**config.mk**
```make
export PLATFORM = sky130hd
export DESIGN_NAME = bank_pingpong_distributor
export DESIGN_NICKNAME = d
export VERILOG_FILES = /design/src/rtl/bank_pingpong_distributor.sv
export SDC_FILE = /design/constraint.sdc
export NUM_CORES = 1
export LEC_CHECK = 0
export CORE_MARGIN = 2
export CORE_UTILIZATION = 35
export CTS_CLUSTER_SIZE = 40
export DETAILED_ROUTE_END_ITERATION = 10
export PLACE_DENSITY_LB_ADDON = 0.25
export SLEW_MARGIN = 20
export SYNTH_ARGS = -nofsm -noshare
export SYNTH_HDL_FRONTEND = slang
export SYNTH_SLANG_ARGS = --single-unit
```
**constraint.sdc**
```tcl
create_clock -name I_clk_in -period 1.7 [get_ports I_clk_in]
set_input_delay 0.17 -clock I_clk_in [delete_from_list [all_inputs] [get_ports I_clk_in]]
set_output_delay 0.17 -clock I_clk_in [all_outputs]
set_load 0.02 [all_outputs]
```
**src/rtl/bank_pingpong_distributor.sv**
```systemverilog
`default_nettype none
// ============================================================================
// Module   : bank_pingpong_distributor
// Purpose  : Writes parallel channel beats into per-channel bank RAMs using
//            two ping-pong block buffers, with backpressure when both are full.
// Revision : 1.0 - initial release
// ============================================================================
module bank_pingpong_distributor #(
    parameter  int CHANNEL_NUMBER    = 3,
    parameter  int CHANNEL_BANDWIDTH = 8,
    parameter  int BLOCK_DEPTH       = 12,
    localparam int ADDR_BITS         = $clog2(BLOCK_DEPTH)
) (
    input  logic                                             I_clk_in,
    input  logic                                             I_rst_in,
    input  logic [CHANNEL_NUMBER-1:0][CHANNEL_BANDWIDTH-1:0] I_data_in,
    input  logic                                             I_valid_in,
    input  logic                                             I_sof_in,
    output logic                                             O_ready_out,
    input  logic                                             I_release_in,
    output logic [CHANNEL_NUMBER-1:0][CHANNEL_BANDWIDTH-1:0] O_data_out,
    output logic [CHANNEL_NUMBER-1:0][ADDR_BITS:0]           O_address_out,
    output logic [CHANNEL_NUMBER-1:0]                        O_we_out,
    output logic                                             O_block_done,
    output logic                                             O_block_buf,
    output logic [1:0]                                       O_full_out,
    output logic                                             O_sync_err
);

    localparam logic [1:0] ST_IDLE = 2'd0;
    localparam logic [1:0] ST_FILL = 2'd1;
    localparam logic [1:0] ST_WAIT = 2'd2;

    localparam logic [ADDR_BITS-1:0] LAST_ADDR = ADDR_BITS'(BLOCK_DEPTH - 1);

    logic [1:0]                                       r_state_q, w_state_d;
    logic                                             r_fill_q,  w_fill_d;
    logic                                             r_rd_q,    w_rd_d;
    logic [1:0]                                       r_full_q,  w_full_d;
    logic [ADDR_BITS-1:0]                             r_cnt_q,   w_cnt_d;
    logic [CHANNEL_NUMBER-1:0][CHANNEL_BANDWIDTH-1:0] r_data_q;
    logic [ADDR_BITS:0]                               r_addr_q;
    logic                                             r_we_q;
    logic                                             r_done_q;
    logic                                             r_buf_q;
    logic                                             r_sync_q;

    logic                 w_accept;
    logic                 w_write;
    logic                 w_last;
    logic                 w_release;
    logic                 w_sync_err;
    logic [ADDR_BITS-1:0] w_wr_addr;

    always_ff @(posedge I_clk_in) begin
        if (I_rst_in) begin
            r_state_q <= ST_IDLE;
            r_fill_q  <= 1'b0;
            r_rd_q    <= 1'b0;
            r_full_q  <= 2'b00;
            r_cnt_q   <= '0;
            r_data_q  <= '0;
            r_addr_q  <= '0;
            r_we_q    <= 1'b0;
            r_done_q  <= 1'b0;
            r_buf_q   <= 1'b0;
            r_sync_q  <= 1'b0;
        end else begin
            r_state_q <= w_state_d;
            r_fill_q  <= w_fill_d;
            r_rd_q    <= w_rd_d;
            r_full_q  <= w_full_d;
            r_cnt_q   <= w_cnt_d;
            r_we_q    <= w_write;
            r_done_q  <= w_last;
            r_sync_q  <= w_sync_err;
            if (w_write) begin
                r_data_q <= I_data_in;
                r_addr_q <= {r_fill_q, w_wr_addr};
            end
            if (w_last) begin
                r_buf_q <= r_fill_q;
            end
        end
    end

    always_comb begin
        w_state_d  = r_state_q;
        w_fill_d   = r_fill_q;
        w_rd_d     = r_rd_q;
        w_full_d   = r_full_q;
        w_cnt_d    = r_cnt_q;
        w_accept   = I_valid_in && O_ready_out;
        w_write    = w_accept && ((r_state_q == ST_FILL) || I_sof_in);
        w_wr_addr  = I_sof_in ? '0 : r_cnt_q;
        w_sync_err = w_accept && (r_state_q == ST_FILL) && I_sof_in;
        w_last     = w_write && (w_wr_addr == LAST_ADDR);
        w_release  = I_release_in && r_full_q[r_rd_q];

        if (w_release) begin
            w_full_d[r_rd_q] = 1'b0;
            w_rd_d           = ~r_rd_q;
        end

        if (w_write) begin
            w_cnt_d   = w_wr_addr + 1'b1;
            w_state_d = ST_FILL;
        end

        // Release is folded into w_full_d first, so a same-cycle release of the
        // buffer we switch to avoids a needless WAIT.
        if (w_last) begin
            w_cnt_d            = '0;
            w_full_d[r_fill_q] = 1'b1;
            w_fill_d           = ~r_fill_q;
            w_state_d          = w_full_d[~r_fill_q] ? ST_WAIT : ST_IDLE;
        end

        if (r_state_q == ST_WAIT) begin
            w_state_d = w_full_d[r_fill_q] ? ST_WAIT : ST_IDLE;
        end
    end

    always_comb begin
        O_ready_out = !I_rst_in && (r_state_q != ST_WAIT);
    end

    genvar c;
    generate
        for (c = 0; c < CHANNEL_NUMBER; c++) begin : g_lane
            assign O_address_out[c] = r_addr_q;
            assign O_we_out[c]      = r_we_q;
        end
    endgenerate

    assign O_data_out   = r_data_q;
    assign O_block_done = r_done_q;
    assign O_block_buf  = r_buf_q;
    assign O_full_out   = r_full_q;
    assign O_sync_err   = r_sync_q;

endmodule
`default_nettype wire

```
==> metrics.cfg, run 1 <==
[status]
run_status = finished clean

[sta]
slew_headroom = 0.802
drv_slew = 0
period_needed_ns = 1.54
worst_slack_ns = 0.162
fmax_mhz = 650
tightest_slew_ns = 0.297
grt_setup_unrepaired = false
setup_viol = 0
hold_viol = 0
skew_ns = 0.00785
min_period_over_period = 0.905

[critical_path]
path_max_fanout = 5
r2r_end = r_state_q[1]
crit_type = in -> reg
r2r_slack_ns = 0.20
crit_arrival_ns = 1.78
critPathRequiredTime_ns = 1.94
crit_path_top_delay_cell = clkdlybuf4s50_1
regToRegStartpoint = r_cnt_q[1]
timing.critical_path.from_type = input pin
cp_cell_sequence = clkdlybuf4s50_1 > nor2b_2 > ha_1 > and3b_2 > nand2_4 > o32ai_1 > a21o_1
cpPeakStageDelay_ns = 0.51
r2r_cells = 6
crit_path_end_kind = flip-flop

[global_routing]
grt_pass1_wl_um = 6420
grt-ovfl-total = 0
antenna_found_initial = 0
track_usage = 0.148
grt_pass1_vias = 1495
grt_max_degree = 29

[logic_synthesis]
synth.area.top_cells = dfxtp_1 48%, nand2_1 13%, a21oi_1 10%, buf_4 6.7%, buf_6 1.9%
ys_seq_area_frac = 0.478
synth_edf_count = 0
synth_area_per_cell_um2 = 8.41
async_flop_share = 0
synthesis.nets = 244
synthDistinctLibCells = 37
ys.flop_type = dfxtp_1
synth_warnings = 0
synth-seq-cells = 43
synth_area_leader_cell = dfxtp_1
synth_cells = 214
synth_area_mm2 = 0.00180
yosysTopAreaCellShare = 0.478

[placed_design]
place_area_mm2 = 0.00259
routabilityCongestion = 0.805
portBuffers = 76
pre_cts_slack_ns = -0.167
dp_hpwl_um = 3070

[layout]
drive_gt1_frac = 0.124
postLayoutCellArea_mm2 = 0.00270
synthToLayoutAreaGrowth_pct = 49.9
fill_cells = 512
n_antenna_cell = 0
nNetsFinal = 319

[detailed_routing]
wl_per_cell_um = 11.5
drt-total-wl_um = 4150
drt-met1-wl_um = 1860
wl_met2_um = 1860
drcViolationCount = 0
first_iter_violations = 33
ant_nets = 0
maxUsedRoutingLayer = met4
drtPass1Iterations = 6
vias = 1640
via_per_inst = 4.56
dr_wl_met3_um = 395

[die]
row_count = 26
core_area_mm2 = 0.00504
ios = 77
start_util = 0.357
dieHeight_um = 75.7
fp.dieW_um = 75.7
dieArea_mm2 = 0.00573

[flow_run]
maxCapViolCount = 0

[clock_network]
tritoncts = done
cts_buffers = 5
cts.clk_slew.worst_paths_ns = 0.08
cts_hold_buf = 0
htreeDepth = 2
clkLatencyLatePin_ns = 0.29
root_buffer = clkbuf_8
cts_sinks = 43
clockBufferDepth = 2

[hold_path]
hold_class = in -> reg
min_delay_path_depth = 3
hold_path_end = O_data_out[9]
min-delay-start = I_data_in[9]

[power]
p_total_uw = 2160
p_leak_uw = 0.000993
power.density_mw_per_mm2 = 802
irDropWorstVdd_mv = 0.413

sequential cells by signal (all words and copies together) (netlist names):
| register | flops |
|---|---|
| O_block_buf | 1 |
| O_block_done | 1 |
| O_data_out | 24 |
| O_full_out | 2 |
| O_sync_err | 1 |
| r_addr_q | 5 |
| r_cnt_q | 4 |
| r_fill_q | 1 |
| r_rd_q | 1 |
| r_state_q | 2 |
| r_we_q | 1 |
report_power, final:
group | internal [uW] | switching [uW]
Combinational | 202 | 192
Sequential | 1050 | 22.0
Clock | 371 | 327
synthesized netlist by cell type (2+ instances only):
library cell,count
nand2_1,61
dfxtp_1,43
a21oi_1,37
buf_4,16
nor2_1,6
inv_1,5
a31oi_1,4
nand3_1,4
buf_2,3
buf_6,3
nor3_1,3
buf_1,2
nand2b_1,2
nand3b_1,2
layout by cell type, fill, tap and decap left out, types with 2 or more instances in the layout:
cell type / synthesis / layout
nand3b_1: 2 / 2
nor2b_2: 1 / 2
clkbuf_8: 0 / 7
a31oi_1: 4 / 4
nor3_1: 3 / 3
nand2_1: 61 / 61
nor2_1: 6 / 6
inv_1: 5 / 5
nand2b_1: 2 / 2
nand3_1: 4 / 4
a21oi_1: 37 / 37
dfxtp_1: 43 / 43
buf_4: 16 / 17
clkdlybuf4s50_1: 0 / 75
through the flow:
step	instances	util	TNS, ns	hold WS, ns
after floorplan	214	-	0	0.266
after global placement	352	0.515	-0.898	0.442
after detailed placement	352	0.515	-2.50	0.446
after CTS	360	0.534	0	0.413
after global routing	360	0.535	0	0.425
final	360	0.535	0	0.419
how the worst max path moves through the flow:
stage                           from  cells after the start  slack, ns           end
after floorplan           r_cnt_q[1]                      6       0.26  r_state_q[1]
after global placement      I_sof_in                      7      -0.12  r_state_q[1]
after detailed placement    I_sof_in                      7      -0.17  r_state_q[1]
after CTS                   I_sof_in                      7       0.11  r_state_q[1]
after global routing        I_sof_in                      7      0.005  r_state_q[1]
final                       I_sof_in                      7       0.16  r_state_q[1]
per-layer routing:
| metal | GRT usage | vias to the layer above |
|---|---|---|
| met4 | 0.0487 | 0 |
| met2 | 0.261 | 61 |
| met1 | 0.165 | 730 |
| met3 | 0.0556 | 5 |
| li1 | - | 844 |
| met5 | 0 | - |
area by class of cell:
type                       count  area [um^2]  share of cell area
clock buffer                   8          100              0.0371
inverter                       5         18.8             0.00696
multi-input combinational    141          743               0.276
sequential                    43          861               0.319
tap                           70         87.6              0.0325
timing repair buffer          93          887               0.329
critical path, delay by kind of cell:
family	cells	cell delay, ns
compound gates	2	0.42
simple gates	3	0.49
fa+ha+maj	1	0.20
buf+inv	1	0.51
cell families after synthesis:
group	count (synthesis)	share of synthesized area
flip-flops	43	0.478
adder cells (fa/ha/maj)	1	0.00695
AO/OA/AOI/OAI	53	0.176
AND/OR/NAND/NOR	87	0.228
buffers and inverters	30	0.111
what timing repair did:
action,4_1_cts,5_1_grt
endpoints found under the setup margin,1,1
cloned,0,0
buffers inserted,0,0
gates resized for setup,1,2
(Power assumes the default switching activity.)
==> inputs of run 2 (changes only) <==
Settings changed: CTS_CLUSTER_SIZE 40 to 10.
==> results of run 2 <==
Same layout as run 1: the final DEF is identical, and so are final timing and power.
